File: src/rtl/slice_stream_ctrl.sv
// Slice sequencer: buffers one DEPTH-slice state, streams (curr, prev) slice pairs into the
// column-parity core and collects the results. Optional watchdog: define SLICE_WATCHDOG_EN.
module slice_stream_ctrl #(
    parameter int WIDTH   = 25,
    parameter int DEPTH   = 64,
    parameter int ADDR_W  = 6,
    parameter int TIMEOUT = 1024
) (
    input  logic              clk,
    input  logic              rst,
    input  logic              wr_en,
    input  logic [WIDTH-1:0]  wr_data,
    input  logic              clr,
    input  logic              go,
    output logic              full,
    output logic              busy,
    output logic              done,
    output logic              overflow,
    output logic              err,
    output logic              core_start,
    output logic [WIDTH-1:0]  core_curr,
    output logic [WIDTH-1:0]  core_pre,
    input  logic              core_ready,
    input  logic [WIDTH-1:0]  core_out,
    input  logic [ADDR_W-1:0] rd_addr,
    output logic [WIDTH-1:0]  rd_data,
    output logic [1:0]        dbg_state
);

    // Core handshake: core_start is a one-cycle pulse with core_curr/core_pre valid and held
    // until the next start; core_ready is sampled from the second WAIT cycle on, and the first
    // cycle it is seen high captures core_out for the slice in flight.
    typedef enum logic [1:0] {
        S_IDLE  = 2'd0,
        S_ISSUE = 2'd1,
        S_WAIT  = 2'd2,
        S_DONE  = 2'd3
    } state_t;

    localparam logic [ADDR_W-1:0] K_LAST = ADDR_W'(DEPTH - 1);

    if (TIMEOUT < 1) begin : g_bad_timeout
        $error("slice_stream_ctrl: TIMEOUT must be at least 1");
    end

    state_t            state;
    state_t            state_nx;
    logic [ADDR_W-1:0] k;
    logic [ADDR_W-1:0] k_nx;
    logic [ADDR_W-1:0] pre_idx;
    logic [ADDR_W-1:0] wr_ptr;
    logic              wait_first;
    logic              enter_issue;
    logic              capture;
    logic              clr_ok;
    logic              wr_ok;
    logic              wr_drop;

    logic [WIDTH-1:0]  in_mem  [DEPTH];
    logic [WIDTH-1:0]  res_mem [DEPTH];

`ifdef SLICE_WATCHDOG_EN
    localparam int              WD_W    = (TIMEOUT > 1) ? $clog2(TIMEOUT) : 1;
    localparam logic [WD_W-1:0] WD_LAST = WD_W'(TIMEOUT - 1);

    logic [WD_W-1:0] wd_cnt;
    logic            timeout;
`endif

    assign busy      = (state == S_ISSUE) || (state == S_WAIT);
    assign done      = (state == S_DONE);
    assign dbg_state = state;

    assign clr_ok  = clr && !busy;
    assign wr_ok   = wr_en && !full && !busy && !clr_ok;
    assign wr_drop = wr_en && (full || busy) && !clr_ok;

    // Previous slice of the one about to be issued, wrapping slice 0 onto the last slot.
    assign pre_idx = (k_nx == '0) ? K_LAST : k_nx - 1'b1;

    always_ff @(posedge clk or posedge rst) begin
        if (rst) begin
            state <= S_IDLE;
        end else begin
            state <= state_nx;
        end
    end

    always_comb begin
        state_nx    = state;
        k_nx        = k;
        enter_issue = 1'b0;
        capture     = 1'b0;
`ifdef SLICE_WATCHDOG_EN
        timeout     = 1'b0;
`endif
        case (state)
            S_IDLE: begin
                if (!clr && go && full) begin
                    state_nx    = S_ISSUE;
                    k_nx        = '0;
                    enter_issue = 1'b1;
                end
            end
            S_ISSUE: begin
                state_nx = S_WAIT;
            end
            S_WAIT: begin
                if (!wait_first && core_ready) begin
                    capture = 1'b1;
                    if (k == K_LAST) begin
                        state_nx = S_DONE;
                    end else begin
                        state_nx    = S_ISSUE;
                        k_nx        = k + 1'b1;
                        enter_issue = 1'b1;
                    end
                end
`ifdef SLICE_WATCHDOG_EN
                else if (wd_cnt == WD_LAST) begin
                    timeout  = 1'b1;
                    state_nx = S_DONE;
                end
`endif
            end
            S_DONE: begin
                if (clr) begin
                    state_nx = S_IDLE;
                end else if (go && full) begin
                    state_nx    = S_ISSUE;
                    k_nx        = '0;
                    enter_issue = 1'b1;
                end
            end
            default: begin
                state_nx = S_IDLE;
            end
        endcase
    end

    always_ff @(posedge clk or posedge rst) begin
        if (rst) begin
            k          <= '0;
            wait_first <= 1'b0;
            core_start <= 1'b0;
            core_curr  <= '0;
            core_pre   <= '0;
            rd_data    <= '0;
        end else begin
            k          <= k_nx;
            wait_first <= (state == S_ISSUE);
            core_start <= enter_issue;
            if (enter_issue) begin
                core_curr <= in_mem[k_nx];
                core_pre  <= in_mem[pre_idx];
            end
            rd_data <= res_mem[rd_addr];
        end
    end

    always_ff @(posedge clk or posedge rst) begin
        if (rst) begin
            wr_ptr   <= '0;
            full     <= 1'b0;
            overflow <= 1'b0;
        end else if (clr_ok) begin
            wr_ptr   <= '0;
            full     <= 1'b0;
            overflow <= 1'b0;
        end else begin
            if (wr_ok) begin
                wr_ptr <= (wr_ptr == K_LAST) ? '0 : wr_ptr + 1'b1;
                if (wr_ptr == K_LAST) begin
                    full <= 1'b1;
                end
            end
            if (wr_drop) begin
                overflow <= 1'b1;
            end
        end
    end

    // Buffers are plain storage: contents survive reset and are only ever overwritten.
    always_ff @(posedge clk) begin
        if (wr_ok) begin
            in_mem[wr_ptr] <= wr_data;
        end
        if (capture) begin
            res_mem[k] <= core_out;
        end
    end

`ifdef SLICE_WATCHDOG_EN
    always_ff @(posedge clk or posedge rst) begin
        if (rst) begin
            wd_cnt <= '0;
            err    <= 1'b0;
        end else begin
            wd_cnt <= (state == S_WAIT) ? wd_cnt + 1'b1 : '0;
            if (clr_ok) begin
                err <= 1'b0;
            end else if (timeout) begin
                err <= 1'b1;
            end
        end
    end
`else
    assign err = 1'b0;
`endif

endmodule
File: config.mk
export PLATFORM = sky130hd
export DESIGN_NAME = slice_stream_ctrl
export DESIGN_NICKNAME = d
export VERILOG_FILES = /design/src/rtl/slice_stream_ctrl.sv
export SDC_FILE = /design/constraint.sdc
export NUM_CORES = 2
export LEC_CHECK = 0
export CORE_MARGIN = 1.5
export CORE_UTILIZATION = 50
export CTS_CLUSTER_SIZE = 14
export DETAILED_ROUTE_END_ITERATION = 10
export PLACE_DENSITY = 0.66
export SETUP_SLACK_MARGIN = 0.4
export SLEW_MARGIN = 40
export SYNTH_ARGS = -nofsm -noshare
export SYNTH_HDL_FRONTEND = slang
export SYNTH_SLANG_ARGS = --single-unit
export TNS_END_PERCENT = 20
File: constraint.sdc
create_clock -name clk -period 5.3 [get_ports clk]
set_input_delay 1.06 -clock clk [delete_from_list [all_inputs] [get_ports clk]]
set_output_delay 1.06 -clock clk [all_outputs]
set_load 0.05 [all_outputs]
==> flow_metrics.tcl <==
set metrics [dict create \
    grt.overflow.total 0 \
    cts_tree "yes" \
    drc 0 \
    area_growth_pct 14.72 \
    maxCapViolations 0 \
    dieWidth_um 530.8 \
    portBuffers 143 \
    cts_resized 0 \
    seq_area_frac_synth 0.7066 \
    critPathKind "register to register" \
    rsz0062_at_grt "no" \
    tightest_slew_ns 0.9205 \
    finalHoldWorstSlack_ns 0.5337 \
    core-area_sq_um 276700 \
    synth_edf_count 3200 \
    cts_buffer_depth 4 \
    drt-pass1-iter-count 7 \
    grt_use_total 0.3094 \
    die_area_sq_um 281700 \
    critPathArrivalTime_ns 5.63 \
    routed_via_density 6.810 \
    worstPathMaxFanout 51 \
    hold_class "register to register" \
    vias 84360 \
    ys_async_sr_fraction 0.02824 \
    hold_viol 0 \
    postCtsHoldBufs 0 \
    ys_seq_elements 3293 \
    cp.required_ns 6.14 \
    slew_viol_final 0 \
    fin_ws_ns 0.5128 \
    grt_pass1_wl_um 615800 \
    ir_drop_uv 514.8 \
    synthDistinctLibCells 67 \
    die_h_um 530.8 \
    synthCells 7994 \
    cts_sinks 3293 \
    final_nets 8451 \
    leakage_nw 51.05 \
    clock_latency_ns 0.96 \
    numCtsBuffers 342 \
    synth_area_sq_um 139300 \
    clkTransAtPathRegs_ns 0.06 \
    cp_top_family "buffers and inverters" \
    initial_utilization 0.5033 \
    grt_pass1_vias 83530 \
    drtAntennaViolNets 0 \
    skew_ns 0.08168 \
    end_kind "register" \
    htree_levels 5 \
    relSlewSlack 0.3849 \
    min_period_ns 4.787 \
    cp_slowest_cell "nor4_2" \
    wl_per_cell_um 35.35 \
    period_share 0.9033 \
    grt_max_degree 102 \
    slowest_delay_ns 0.79 \
    cts_setup_buffers 0 \
    io_pins 145 \
    setup_violations 0 \
    drt-initial-drc-count 12760 \
    avgSynthCellArea_sq_um 17.42 \
    drive_gt1_frac 0.2472 \
    synth.net_count 8063 \
    std_cell_rows 193 \
    crit_chain "inv_1 -> ha_1 -> nor2b_1 -> o2111a_1 -> a221o_4 -> buf_12 -> buf_4 -> buf_4 -> nand2_1 -> a22o_1 -> nand2_1 -> nand4_1 -> nor4_2 -> a211o_1" \
    status "complete, no violations" \
    dp_slack_ns -0.1135 \
    max_freq_mhz 208.9 \
    power_density_nw_per_um2 484.6 \
    synthFlopType "edfxtp_1" \
    routed_wl_um 438000 \
    place_congestion 0.8899 \
    crit_buf_inv 4 \
    antenna_found_initial 28 \
    dp_hpwl_um 248800 \
    cp-start-kind "register" \
    synth_warnings 0 \
    root_buffer "clkbuf_16" \
]
[final timing paths]
path / to / slack (ns) / cells after the start / start
setup / recovery: core_curr[8] / 0.51 / 14 / dbg_state[0]
hold / removal: core_curr[18] / 0.53 / 1 / core_curr[18]
setup reg to reg: core_curr[8] / 0.51 / 14 / dbg_state[0]
hold reg to reg: core_curr[18] / 0.53 / 1 / core_curr[18]
max in group asynchronous: core_curr[14] / 3.24 / 3 / rst
min in group asynchronous: k[1] / 0.95 / 2 / rst
[power by group]
group / total [mW] / switching, mW / leakage [nW] / internal [mW]
registers: 29.5 / 0.548 / 29.9 / 28.9
clock network: 23.6 / 10.3 / 5.34 / 13.3
logic: 24.3 / 15.2 / 15.8 / 9.15
[synthesized netlist by cell type, drive strengths merged (2+ instances only)]
cell type  instances  share of area
nor2b              8        0.00036
xnor2              4        0.00025
mux4             927           0.15
or4               25         0.0013
and2               7        0.00033
nand3b             8        0.00043
nand3            484          0.017
o22ai              4        0.00018
nor3b              2        0.00011
a31o               3        0.00019
nor4              29         0.0014
a22oi            248          0.013
o221ai            26         0.0016
or3                3        0.00013
nand2b             2       0.000090
buf              237         0.0092
nand4             27         0.0012
a21oi            107         0.0038
a311oi            96         0.0060
a32oi             49         0.0031
or3b               4        0.00025
a22o              24         0.0015
a211o             26         0.0016
o21ai             29         0.0010
a221oi            26         0.0017
a211oi            75         0.0040
o22a               2        0.00013
xor2               3        0.00019
mux2i            195          0.014
nand2           1320          0.036
a41o               2        0.00014
edfxtp          3200           0.69
nor3              28         0.0010
nor2             152         0.0041
a221o              2        0.00015
a31oi             82         0.0037
and3              56         0.0025
ha                 7        0.00063
inv               13        0.00035
clkbuf           346         0.0094
dfrtp             93          0.017
[sequential cells by signal (all words and copies together), names as in the netlist]
register and flops:
overflow 1, core_curr 25, k 6, core_start 1, dbg_state 2, wait_first 1
wr_ptr 6, rd_data 25, res_mem 1600, in_mem 1600, core_pre 25, full 1
[worst register-to-register path: cells and delay by family (launching register included)]
kind	cells	cell delay, ns
buffers and inverters	4	1.62
AND/OR/NAND/NOR	5	1.42
AO/OA/AOI/OAI	4	0.83
flip-flops	1	0.44
adder cells (fa/ha/maj)	1	0.41
[logic make-up after synthesis]
logic type      Yosys count  synth area share
buf+inv                 596           0.01892
mux                    1122            0.1639
fa+ha+maj                 7         0.0006288
compound gates          809           0.04287
flops                  3293            0.7066
other cells               1        0.00002692
xor+xnor                  7         0.0004402
simple gates           2159           0.06661
[per-stage QoR]
step	utilization	setup TNS, ns	area, sq um	power (mW)	cells
2_1_floorplan	-	0	139300	44.28	7994
3_3_place_gp	0.5362	-11.65	148400	53.24	11730
3_5_place_dp	0.5376	-0.5018	148800	53.58	11740
4_1_cts	0.5772	0	159700	76.97	12370
5_1_grt	0.5773	0	159800	79.32	12370
6_report	0.5774	0	159800	77.44	12390
[layer usage]
metal	up-vias	GRT usage	routed length (um)
li1	33330	-	-
met1	43660	0.4022	153700
met2	6015	0.4769	201600
met3	1327	0.08075	53910
met4	30	0.1714	28510
met5	-	0	194
[cell type report]
type	count	area, sq um
clock buffers	419	9001
multi-input cells	4105	39420
inverters	13	73.82
repair buffers	627	6231
fillers	20440	116900
flip-flops and latches	3293	98420
diodes	19	47.55
clock inverters	207	1961
well taps	3705	4636
[cells in the final DEF, fill, tap and decap left out, types with 27 or more instances in the layout]
| master | n |
|---|---|
| dfrtp_1 | 93 |
| clkbuf_1 | 65 |
| clkinv_2 | 61 |
| and3_1 | 56 |
| clkbuf_16 | 345 |
| nand4_1 | 27 |
| clkinv_1 | 87 |
| a22oi_1 | 248 |
| nand3_1 | 481 |
| nor2_4 | 110 |
| a311oi_1 | 95 |
| a32oi_1 | 49 |
| clkdlybuf4s50_1 | 84 |
| a31oi_1 | 82 |
| buf_12 | 104 |
| a211oi_1 | 74 |
| mux2i_1 | 195 |
| edfxtp_1 | 3200 |
| mux4_2 | 927 |
| buf_4 | 407 |
| nand2_1 | 1311 |
| a21oi_1 | 107 |
Note: power is estimated with default switching activity, not from simulation.
